### src/rtl/vram_write_arbiter_if.sv
// Requester handshakes, window/clear controls and the registered VRAM write port
// of vram_write_arbiter, with arbiter-side (slave) and driver-side (master) views.
interface vram_write_arbiter_if #(
    parameter int unsigned ADDR_W = 10,
    parameter int unsigned DATA_W = 10
);
    logic              vBlank;
    logic              clearStart;
    logic              r0Valid;
    logic [ADDR_W-1:0] r0Addr;
    logic [DATA_W-1:0] r0Data;
    logic              r0Ready;
    logic              r1Valid;
    logic [ADDR_W-1:0] r1Addr;
    logic [DATA_W-1:0] r1Data;
    logic              r1Ready;
    logic              vramWriteEn;
    logic [ADDR_W-1:0] vramWriteAddr;
    logic [DATA_W-1:0] vramInData;
    logic [1:0]        grantId;
    logic              clearBusy;
    logic              addrErr;

    modport slave (
        input  vBlank, clearStart,
        input  r0Valid, r0Addr, r0Data,
        output r0Ready,
        input  r1Valid, r1Addr, r1Data,
        output r1Ready,
        output vramWriteEn, vramWriteAddr, vramInData, grantId, clearBusy, addrErr
    );

    modport master (
        output vBlank, clearStart,
        output r0Valid, r0Addr, r0Data,
        input  r0Ready,
        output r1Valid, r1Addr, r1Data,
        input  r1Ready,
        input  vramWriteEn, vramWriteAddr, vramInData, grantId, clearBusy, addrErr
    );
endinterface

### src/rtl/vram_write_arbiter.sv
// Round-robin arbiter for the VGAGenerator VRAM write port with a built-in
// full-memory clear sequencer and optional vertical-blanking write gating.
module vram_write_arbiter #(
    parameter int unsigned       ADDR_W      = 10,
    parameter int unsigned       DATA_W      = 10,
    parameter int unsigned       DEPTH       = 1024,
    parameter logic [DATA_W-1:0] CLEAR_VALUE = '0,
    parameter bit                GATE_VBLANK = 1'b1
) (
    input  logic                inClock,
    input  logic                reset,
    vram_write_arbiter_if.slave bus
);
    typedef enum logic {
        IDLE,
        CLEAR
    } state_t;

    localparam logic [ADDR_W-1:0] LAST_ADDR = ADDR_W'(DEPTH - 1);

    state_t            state;
    logic [ADDR_W-1:0] clear_cnt;
    logic              last_grant;  // 1 = r1 was granted last, so r0 wins the next tie
    logic              wr_en;
    logic [ADDR_W-1:0] wr_addr;
    logic [DATA_W-1:0] wr_data;
    logic [1:0]        grant_id;
    logic              busy;
    logic              addr_err;

    logic win;
    logic accept_open;
    logic take0;
    logic take1;
    logic in_range0;
    logic in_range1;

    // Readies are combinational; clearStart and reset both block any transfer.
    always_comb begin
        win         = !GATE_VBLANK || bus.vBlank;
        accept_open = (state == IDLE) && win && !bus.clearStart && !reset;
        take0       = accept_open && bus.r0Valid && (!bus.r1Valid || last_grant);
        take1       = accept_open && bus.r1Valid && (!bus.r0Valid || !last_grant);
        in_range0   = 32'(bus.r0Addr) < DEPTH;
        in_range1   = 32'(bus.r1Addr) < DEPTH;
    end

    always_ff @(posedge inClock) begin
        if (reset) begin
            state      <= IDLE;
            clear_cnt  <= '0;
            last_grant <= 1'b1;
            wr_en      <= 1'b0;
            wr_addr    <= '0;
            wr_data    <= '0;
            grant_id   <= '0;
            busy       <= 1'b0;
            addr_err   <= 1'b0;
        end else begin
            wr_en    <= 1'b0;
            addr_err <= 1'b0;
            unique case (state)
                IDLE: begin
                    if (bus.clearStart) begin
                        state     <= CLEAR;
                        clear_cnt <= '0;
                        busy      <= 1'b1;
                    end else if (take0) begin
                        last_grant <= 1'b0;
                        if (in_range0) begin
                            wr_en    <= 1'b1;
                            wr_addr  <= bus.r0Addr;
                            wr_data  <= bus.r0Data;
                            grant_id <= 2'd0;
                        end else begin
                            addr_err <= 1'b1;
                        end
                    end else if (take1) begin
                        last_grant <= 1'b1;
                        if (in_range1) begin
                            wr_en    <= 1'b1;
                            wr_addr  <= bus.r1Addr;
                            wr_data  <= bus.r1Data;
                            grant_id <= 2'd1;
                        end else begin
                            addr_err <= 1'b1;
                        end
                    end
                end
                CLEAR: begin
                    if (win) begin
                        wr_en    <= 1'b1;
                        wr_addr  <= clear_cnt;
                        wr_data  <= CLEAR_VALUE;
                        grant_id <= 2'd2;
                        if (clear_cnt == LAST_ADDR) begin
                            state     <= IDLE;
                            busy      <= 1'b0;
                            clear_cnt <= '0;
                        end else begin
                            clear_cnt <= clear_cnt + 1'b1;
                        end
                    end
                end
            endcase
        end
    end

    assign bus.r0Ready       = take0;
    assign bus.r1Ready       = take1;
    assign bus.vramWriteEn   = wr_en;
    assign bus.vramWriteAddr = wr_addr;
    assign bus.vramInData    = wr_data;
    assign bus.grantId       = grant_id;
    assign bus.clearBusy     = busy;
    assign bus.addrErr       = addr_err;
endmodule

### src/flat_wrapper.sv
// flat-port wrapper written by rule: the top's interface ports become plain ports
module vram_write_arbiter_flat 
#(
    parameter int unsigned       ADDR_W      = 10,
    parameter int unsigned       DATA_W      = 10,
    parameter int unsigned       DEPTH       = 1024,
    parameter logic [DATA_W-1:0] CLEAR_VALUE = '0,
    parameter bit                GATE_VBLANK = 1'b1
)
  (inClock, reset, bus_vBlank, bus_clearStart, bus_r0Valid, bus_r0Addr, bus_r0Data, bus_r0Ready, bus_r1Valid, bus_r1Addr, bus_r1Data, bus_r1Ready, bus_vramWriteEn, bus_vramWriteAddr, bus_vramInData, bus_grantId, bus_clearBusy, bus_addrErr);
  vram_write_arbiter_if #(.ADDR_W(ADDR_W), .DATA_W(DATA_W)) bus_i ();
  input  logic inClock;
  input  logic reset;
  input wire logic [$bits(bus_i.vBlank)-1:0] bus_vBlank;
  input wire logic [$bits(bus_i.clearStart)-1:0] bus_clearStart;
  input wire logic [$bits(bus_i.r0Valid)-1:0] bus_r0Valid;
  input wire logic [$bits(bus_i.r0Addr)-1:0] bus_r0Addr;
  input wire logic [$bits(bus_i.r0Data)-1:0] bus_r0Data;
  output wire logic [$bits(bus_i.r0Ready)-1:0] bus_r0Ready;
  input wire logic [$bits(bus_i.r1Valid)-1:0] bus_r1Valid;
  input wire logic [$bits(bus_i.r1Addr)-1:0] bus_r1Addr;
  input wire logic [$bits(bus_i.r1Data)-1:0] bus_r1Data;
  output wire logic [$bits(bus_i.r1Ready)-1:0] bus_r1Ready;
  output wire logic [$bits(bus_i.vramWriteEn)-1:0] bus_vramWriteEn;
  output wire logic [$bits(bus_i.vramWriteAddr)-1:0] bus_vramWriteAddr;
  output wire logic [$bits(bus_i.vramInData)-1:0] bus_vramInData;
  output wire logic [$bits(bus_i.grantId)-1:0] bus_grantId;
  output wire logic [$bits(bus_i.clearBusy)-1:0] bus_clearBusy;
  output wire logic [$bits(bus_i.addrErr)-1:0] bus_addrErr;
  assign bus_i.vBlank = bus_vBlank;
  assign bus_i.clearStart = bus_clearStart;
  assign bus_i.r0Valid = bus_r0Valid;
  assign bus_i.r0Addr = bus_r0Addr;
  assign bus_i.r0Data = bus_r0Data;
  assign bus_r0Ready = bus_i.r0Ready;
  assign bus_i.r1Valid = bus_r1Valid;
  assign bus_i.r1Addr = bus_r1Addr;
  assign bus_i.r1Data = bus_r1Data;
  assign bus_r1Ready = bus_i.r1Ready;
  assign bus_vramWriteEn = bus_i.vramWriteEn;
  assign bus_vramWriteAddr = bus_i.vramWriteAddr;
  assign bus_vramInData = bus_i.vramInData;
  assign bus_grantId = bus_i.grantId;
  assign bus_clearBusy = bus_i.clearBusy;
  assign bus_addrErr = bus_i.addrErr;
  vram_write_arbiter #(.ADDR_W(ADDR_W), .DATA_W(DATA_W), .DEPTH(DEPTH), .CLEAR_VALUE(CLEAR_VALUE), .GATE_VBLANK(GATE_VBLANK)) u_core (.inClock(inClock), .reset(reset), .bus(bus_i));
endmodule
### config.mk
export PLATFORM = sky130hd
export DESIGN_NAME = vram_write_arbiter_flat
export DESIGN_NICKNAME = d
export VERILOG_FILES = /design/src/rtl/vram_write_arbiter_if.sv /design/src/rtl/vram_write_arbiter.sv /design/src/flat_wrapper.sv
export SDC_FILE = /design/constraint.sdc
export NUM_CORES = 1
export LEC_CHECK = 0
export ABC_CLOCK_PERIOD_IN_PS = 3000
export CAP_MARGIN = 25
export CELL_PAD_IN_SITES_DETAIL_PLACEMENT = 1
export CELL_PAD_IN_SITES_GLOBAL_PLACEMENT = 1
export CORE_AREA = 5 5 81 83
export DETAILED_ROUTE_END_ITERATION = 10
export DIE_AREA = 0 0 86 88
export MAX_ROUTING_LAYER = met4
export PLACE_DENSITY_LB_ADDON = 0.1
export SLEW_MARGIN = 20
export SYNTH_ARGS = -nofsm -noshare
export SYNTH_HDL_FRONTEND = slang
export SYNTH_SLANG_ARGS = --single-unit
### constraint.sdc
create_clock -name inClock -period 3 [get_ports inClock]
set_clock_uncertainty 0.15 [all_clocks]
set_input_delay 0.3 -clock inClock [delete_from_list [all_inputs] [get_ports inClock]]
set_output_delay 0.3 -clock inClock [all_outputs]
set_load 0.02 [all_outputs]
==> results.ini, run 1 <==
[power_and_ir_drop]
ir_worst_vdd_mv=0.1477
overall_power_consumption_mw=1.075
power_report.internal_total_mw=0.7951
seq_power_share_pct=47.2
static-leakage-power_nw=0.9571
switching_share_pct=26.02
power.share.clock_pct=33.4
p_per_area_mw_per_mm2=392.0
netSwitchingPower_mw=0.2796
combPwrFrac_pct=19.4

[global_route]
met2_usage_pct=25.93
grt_most_used_layer=met2
antenna_violations_before_repair=0
global_route.usage.total_pct=16.44
number_of_global_route_vias_before_repair=1910
grt_remaining_overflow=0
groute.layer.met3.usage_pct=3.763
grt_first_pass_wirelength_um=9453
gr-usage-met1_pct=21.02
grt_max_degree=19

[die]
dieArea_sq_mm=0.007568
floorplan.die.height_um=88
coreArea_sq_mm=0.005781
fp.dieW_um=86
initial_utilization_pct=32.01
std_cell_rows=28
num_io_pins=73

[synth]
synth.yosys.seq_area_share_pct=38.95
postSynthAreaPerCell_sq_um=8.647
share_of_yosys_cell_area_claimed_by_the_top_area_cell_type_pct=38.95
synthDominantAreaCellType=dfxtp_1
async_s_r_ff_share_synth_pct=0
synth_cells=214
ys_seq_elements=36
synth-edff-count=0
synth.net_count=261
syn-cell-area_sq_mm=0.001851
post-synth-top-count-cell=dfxtp_1
post_synth_main_area_contributors=dfxtp_1 (39%), a21oi_1 (5.9%), a221o_1 (5.4%)
synth.yosys.warnings=0
synthFlopType=dfxtp_1
leading_post_synthesis_cells_by_instance_count=dfxtp_1 (36), a21oi_1 (22), nand2_1 (18)
ys_types=36

[drt]
drc=0
detail_route.first_pass.iterations=4
drt_first_iter_violations=33
wl_cell_um=16.27
num_vias=1839
detail_route.vias_per_cell=5.080
antenna_left=0
totalWireLength_um=5888

[setup_path]
setup.worst_path.start_class=input port
critical-path-top-delay-family=buffers and inverters
criticalPathCategory=in2out
critical_path.n_buffers_inverters=2
cp-end-kind=output port
critPathRequiredTime_ns=2.55
path_cells=clkdlybuf4s50_1, nor2b_1, nand2_1, nor2_1, clkdlybuf4s50_1
crit_arrival_ns=2.08
critPathMaxFanout=7
crit_path_top_delay_cell=clkdlybuf4s50_1
critical_path.max_stage_delay_ns=0.64
path_common_cell=clkdlybuf4s50_1
r2r_slack_ns=0.92

[sta]
fin_crit_sh_pct=84.49
finalHoldViolCount=0
final.setup.tns_ns=0
final.setup.worst_slack_ns=0.4652
max_freq_mhz=394.5
worst_slew_pin_slew_ns=0.6448
period_needed_ns=2.535
timing_max_transition_violations_final=0
slew_headroom_pct=56.95
post_route_worst_hold_slack_ns=0.3066
report.final.setup_viol=0
unrepaired_setup_endpoints_after_global_routing=false

[placement]
dp_worst_setup_slack_ns=0.4608
post-dp-hpwl_um=4471
post-place-cells=354
place.gp.congestion=0.7640
io_buffer_count=71

[flow_run]
maxCapViolations=0

[cells_and_area]
n_antenna_cell=0
drive_above_1_share_pct=9.408
final-instance-count-excl-fill=362
area_overhead_vs_synth_pct=48.14
final_net_count=333

[outcome]
outcome=finished, final reports clean

[clock_network]
tritoncts_clock_tree=built
clock_insertion_delay_at_the_later_pin_of_the_skew_report_ns=0.29
cts-htree-levels=2
clk_pin_slew_ns=0.07
clock_sinks=36
postCtsSetupRepairBufs=0
cts_root_buffer=clkbuf_8
cts_resized=0
cts.path.max_buffers=2
ctsHoldBuffers=0
tritoncts.num_buffers=5

[worst_hold_path]
type_of_the_tightest_min_delay_check=reg2reg

[layout make-up]
class / instances / area, sq um
Multi-Input combinational cell: 150 / 1002
Fill cell: 698 / 3039
Sequential cell: 36 / 720.7
Clock buffer: 8 / 90.09
Tap cell: 75 / 93.84
Inverter: 11 / 41.29
Timing Repair Buffer: 82 / 793.3
[registers in the layout, indices dropped and copies added (netlist names)]
register / flops
u_core.bus.vramWriteAddr: 10
u_core.bus.vramInData: 10
u_core.bus.grantId: 2
u_core.state: 1
u_core.last_grant: 1
u_core.bus.vramWriteEn: 1
u_core.bus.clearBusy: 1
u_core.clear_cnt: 10
[worst paths after layout]
path,depth (start not counted),end,from
setup / recovery,5,bus_r1Ready,bus_vBlank
hold / removal,1,u_core.bus.grantId[0],u_core.bus.grantId[0]
setup reg to reg,4,u_core.clear_cnt[6],u_core.state
hold reg to reg,1,u_core.bus.grantId[0],u_core.bus.grantId[0]
[power by group through the flow]
| stage | Combinational [mW] | Sequential (mW) | Clock, mW |
|---|---|---|---|
| floorplan | 0.0820 | 0.530 | 0 |
| global placement | 0.210 | 0.518 | 0 |
| global route | 0.225 | 0.510 | 0.399 |
| CTS | 0.211 | 0.507 | 0.372 |
| finish | 0.209 | 0.507 | 0.359 |
| detailed placement | 0.210 | 0.518 | 0 |
[per-layer routing]
metal | vias to the layer above | share of wire (%)
li1 | 921 | -
met3 | 6 | 5.0
met5 | - | 0
met2 | 47 | 46
met4 | 0 | 1.2
met1 | 865 | 48
[layout by cell type, fill, tap and decap left out, types with 3 or more instances in the layout]
cell type,n
clkdlybuf4s50_1,71
or3_1,3
buf_4,11
nor4_2,3
nand3_1,4
and3_1,10
nand4_1,11
nor3_1,3
a21boi_0,11
a221o_1,10
clkbuf_8,6
inv_1,11
dfxtp_1,36
nand2_1,18
xnor2_1,7
nor2_1,17
o2bb2ai_1,10
a21oi_1,22
[stage by stage]
stage	utilization (%)	instance area (sq um)
floorplan	-	1851
global placement	45.87	2651
detailed placement	45.87	2651
CTS	47.42	2741
global route	47.42	2741
finish	47.42	2741
[cells by family after synthesis]
kind of cell	share of synthesized area, %
multiplexers	1.217
adder cells (fa/ha/maj)	0.6760
other	0.2026
AO/OA/AOI/OAI	25.15
XOR/XNOR	3.313
buffers and inverters	6.896
AND/OR/NAND/NOR	23.60
flip-flops	38.95
Power figures use the tool's default switching activity.
==> inputs of run 2 (changes only) <==
- ABC_CLOCK_PERIOD_IN_PS: 3000 -> 2600
- CORE_AREA: 5 5 81 83 -> 5 5 84 86
- DIE_AREA: 0 0 86 88 -> 0 0 89 91
- clock period: 3 -> 2.6 ns (I/O delays scaled with it)
==> run 2 against run 1 <==
Final area is 0.55% higher. Global-route usage fell by 0.87 points. Hold slack better by 0.0070 ns. Setup slack lost 0.24 ns. Routed wire length up 5.9%. Via count increased by 0.76%. Power is 16% higher. Non-clock buffer count stayed put. Critical path type unchanged. Largest cell class unchanged.
==> results.ini, run 2 (synthesis gave the netlist of run 1 again) <==
[outcome]
outcome=finished, final reports clean

[clock_network]
clk_pin_slew_ns=0.07  ; about the same
cts_root_buffer=clkbuf_8
clock_insertion_delay_at_the_later_pin_of_the_skew_report_ns=0.28  ; about the same
tritoncts_clock_tree=built
postCtsSetupRepairBufs=0  ; unchanged
tritoncts.num_buffers=5  ; unchanged
cts-htree-levels=2  ; unchanged
cts.path.max_buffers=2  ; unchanged
ctsHoldBuffers=0  ; unchanged
cts_resized=0  ; unchanged
clock_sinks=36  ; unchanged

[drt]
drc=0  ; unchanged
antenna_left=0  ; unchanged
detail_route.vias_per_cell=5.091  ; +0.21%
num_vias=1853  ; +0.76%
totalWireLength_um=6236  ; +5.9%
wl_cell_um=17.13  ; +5.3%
drt_first_iter_violations=65  ; +97%
detail_route.first_pass.iterations=4  ; unchanged

[sta]
finalHoldViolCount=0  ; unchanged
max_freq_mhz=421.6
final.setup.worst_slack_ns=0.2278  ; -0.2374 ns
unrepaired_setup_endpoints_after_global_routing=false
period_needed_ns=2.372
final.setup.tns_ns=0  ; unchanged
fin_crit_sh_pct=91.24
report.final.setup_viol=0  ; unchanged
timing_max_transition_violations_final=0  ; unchanged

[cells_and_area]
final_common_cell=clkdlybuf4s50_1
postLayoutCoreUtil_pct=44.42  ; -3.0 points
final_net_count=333  ; unchanged
drive_above_1_share_pct=9.408  ; unchanged
most-common-layout-cells=clkdlybuf4s50_1 (71), dfxtp_1 (36), a21oi_1 (22)
n_antenna_cell=0  ; unchanged
area_overhead_vs_synth_pct=48.95

[placement]
post-dp-hpwl_um=4689  ; +4.9%
place.gp.congestion=0.7676  ; +0.47%
dp_worst_setup_slack_ns=0.1998  ; -0.2610 ns
io_buffer_count=71  ; unchanged

[setup_path]
crit_arrival_ns=1.96  ; -0.12 ns
setup.worst_path.start_class=input port
critPathRequiredTime_ns=2.19  ; -0.36 ns
cp-end-kind=output port
criticalPathCategory=in2out
critPathMaxFanout=6  ; -1

[power_and_ir_drop]
p_per_area_mw_per_mm2=454.0  ; +16%
static-leakage-power_nw=0.9610  ; +0.40%
ir_worst_vdd_mv=0.2210  ; +50%

[global_route]
antenna_violations_before_repair=0  ; unchanged
global_route.usage.total_pct=15.57  ; -0.87 points
grt_max_degree=27  ; +8
number_of_global_route_vias_before_repair=1931  ; +1.1%
grt_first_pass_wirelength_um=9701  ; +2.6%
grt_remaining_overflow=0  ; unchanged

[die]
coreArea_sq_mm=0.006205  ; +7.3%
fp.dieW_um=89  ; +3.5%
dieArea_sq_mm=0.008099  ; +7.0%
initial_utilization_pct=29.82  ; -2.2 points
std_cell_rows=29  ; +3.6%
num_io_pins=73  ; unchanged
floorplan.die.height_um=91  ; +3.4%

[flow_run]
maxCapViolations=0  ; unchanged

[worst_hold_path]
type_of_the_tightest_min_delay_check=reg2reg

-- run 2: cell counts in the layout (fill, tap and decap cells not counted) --
No cell type changed its count.
-- run 2: per-stage QoR --
stage | cells | cell area, sq um | power, mW | hold WS, ns
floorplan | 214 | 1851 | 0.7057 | 0.2872
global placement | 356 | 2666 | 0.8430 | 0.2911
detailed placement | 356 | 2666 | 0.8445 | 0.2965
CTS | 364 | 2756 | 1.271 | 0.3170
global route | 364 | 2756 | 1.318 | 0.3289
finish | 364 | 2756 | 1.251 | 0.3136
-- run 2: layer usage --
| metal | part of all wire [%] | track usage (%) |
|---|---|---|
| met1 | 48 | 20.68 |
| met2 | 45 | 24.50 |
| met3 | 6.5 | 3.620 |
| met4 | 0.59 | 2.605 |
| met5 | 0 | - |
-- run 2: critical path, stage by stage --
cell and delay (ns):
clkdlybuf4s50_1 0.57, nor4b_4 0.30, nand2_1 0.11, nor2_1 0.11
clkdlybuf4s50_1 0.61
-- run 2: cell type report --
class,count,area [sq um]
Fill cell,733,3448
Multi-Input combinational cell,150,1002
Timing Repair Buffer,82,805.8
Sequential cell,36,720.7
Tap cell,77,96.34
Clock buffer,8,90.09
Inverter,11,41.29
-- run 2: power breakdown --
| part | switching [mW] | internal [mW] | leakage (nW) | total [mW] |
|---|---|---|---|---|
| sequential | 0.0123 | 0.569 | 0.292 | 0.582 |
| combinational | 0.114 | 0.134 | 0.623 | 0.248 |
| clock | 0.205 | 0.217 | 0.0455 | 0.422 |
| total | 0.331 | 0.920 | 0.961 | 1.25 |
-- run 2: path summary, 6_finish.rpt --
kind,startpoint,to,slack [ns],cells past startpoint
max,bus_clearStart,bus_r0Ready,0.23,5
min,u_core.bus.grantId[0],u_core.bus.grantId[0],0.31,1
max reg2reg,u_core.state,u_core.clear_cnt[2],0.61,5
min reg2reg,u_core.bus.grantId[0],u_core.bus.grantId[0],0.31,1
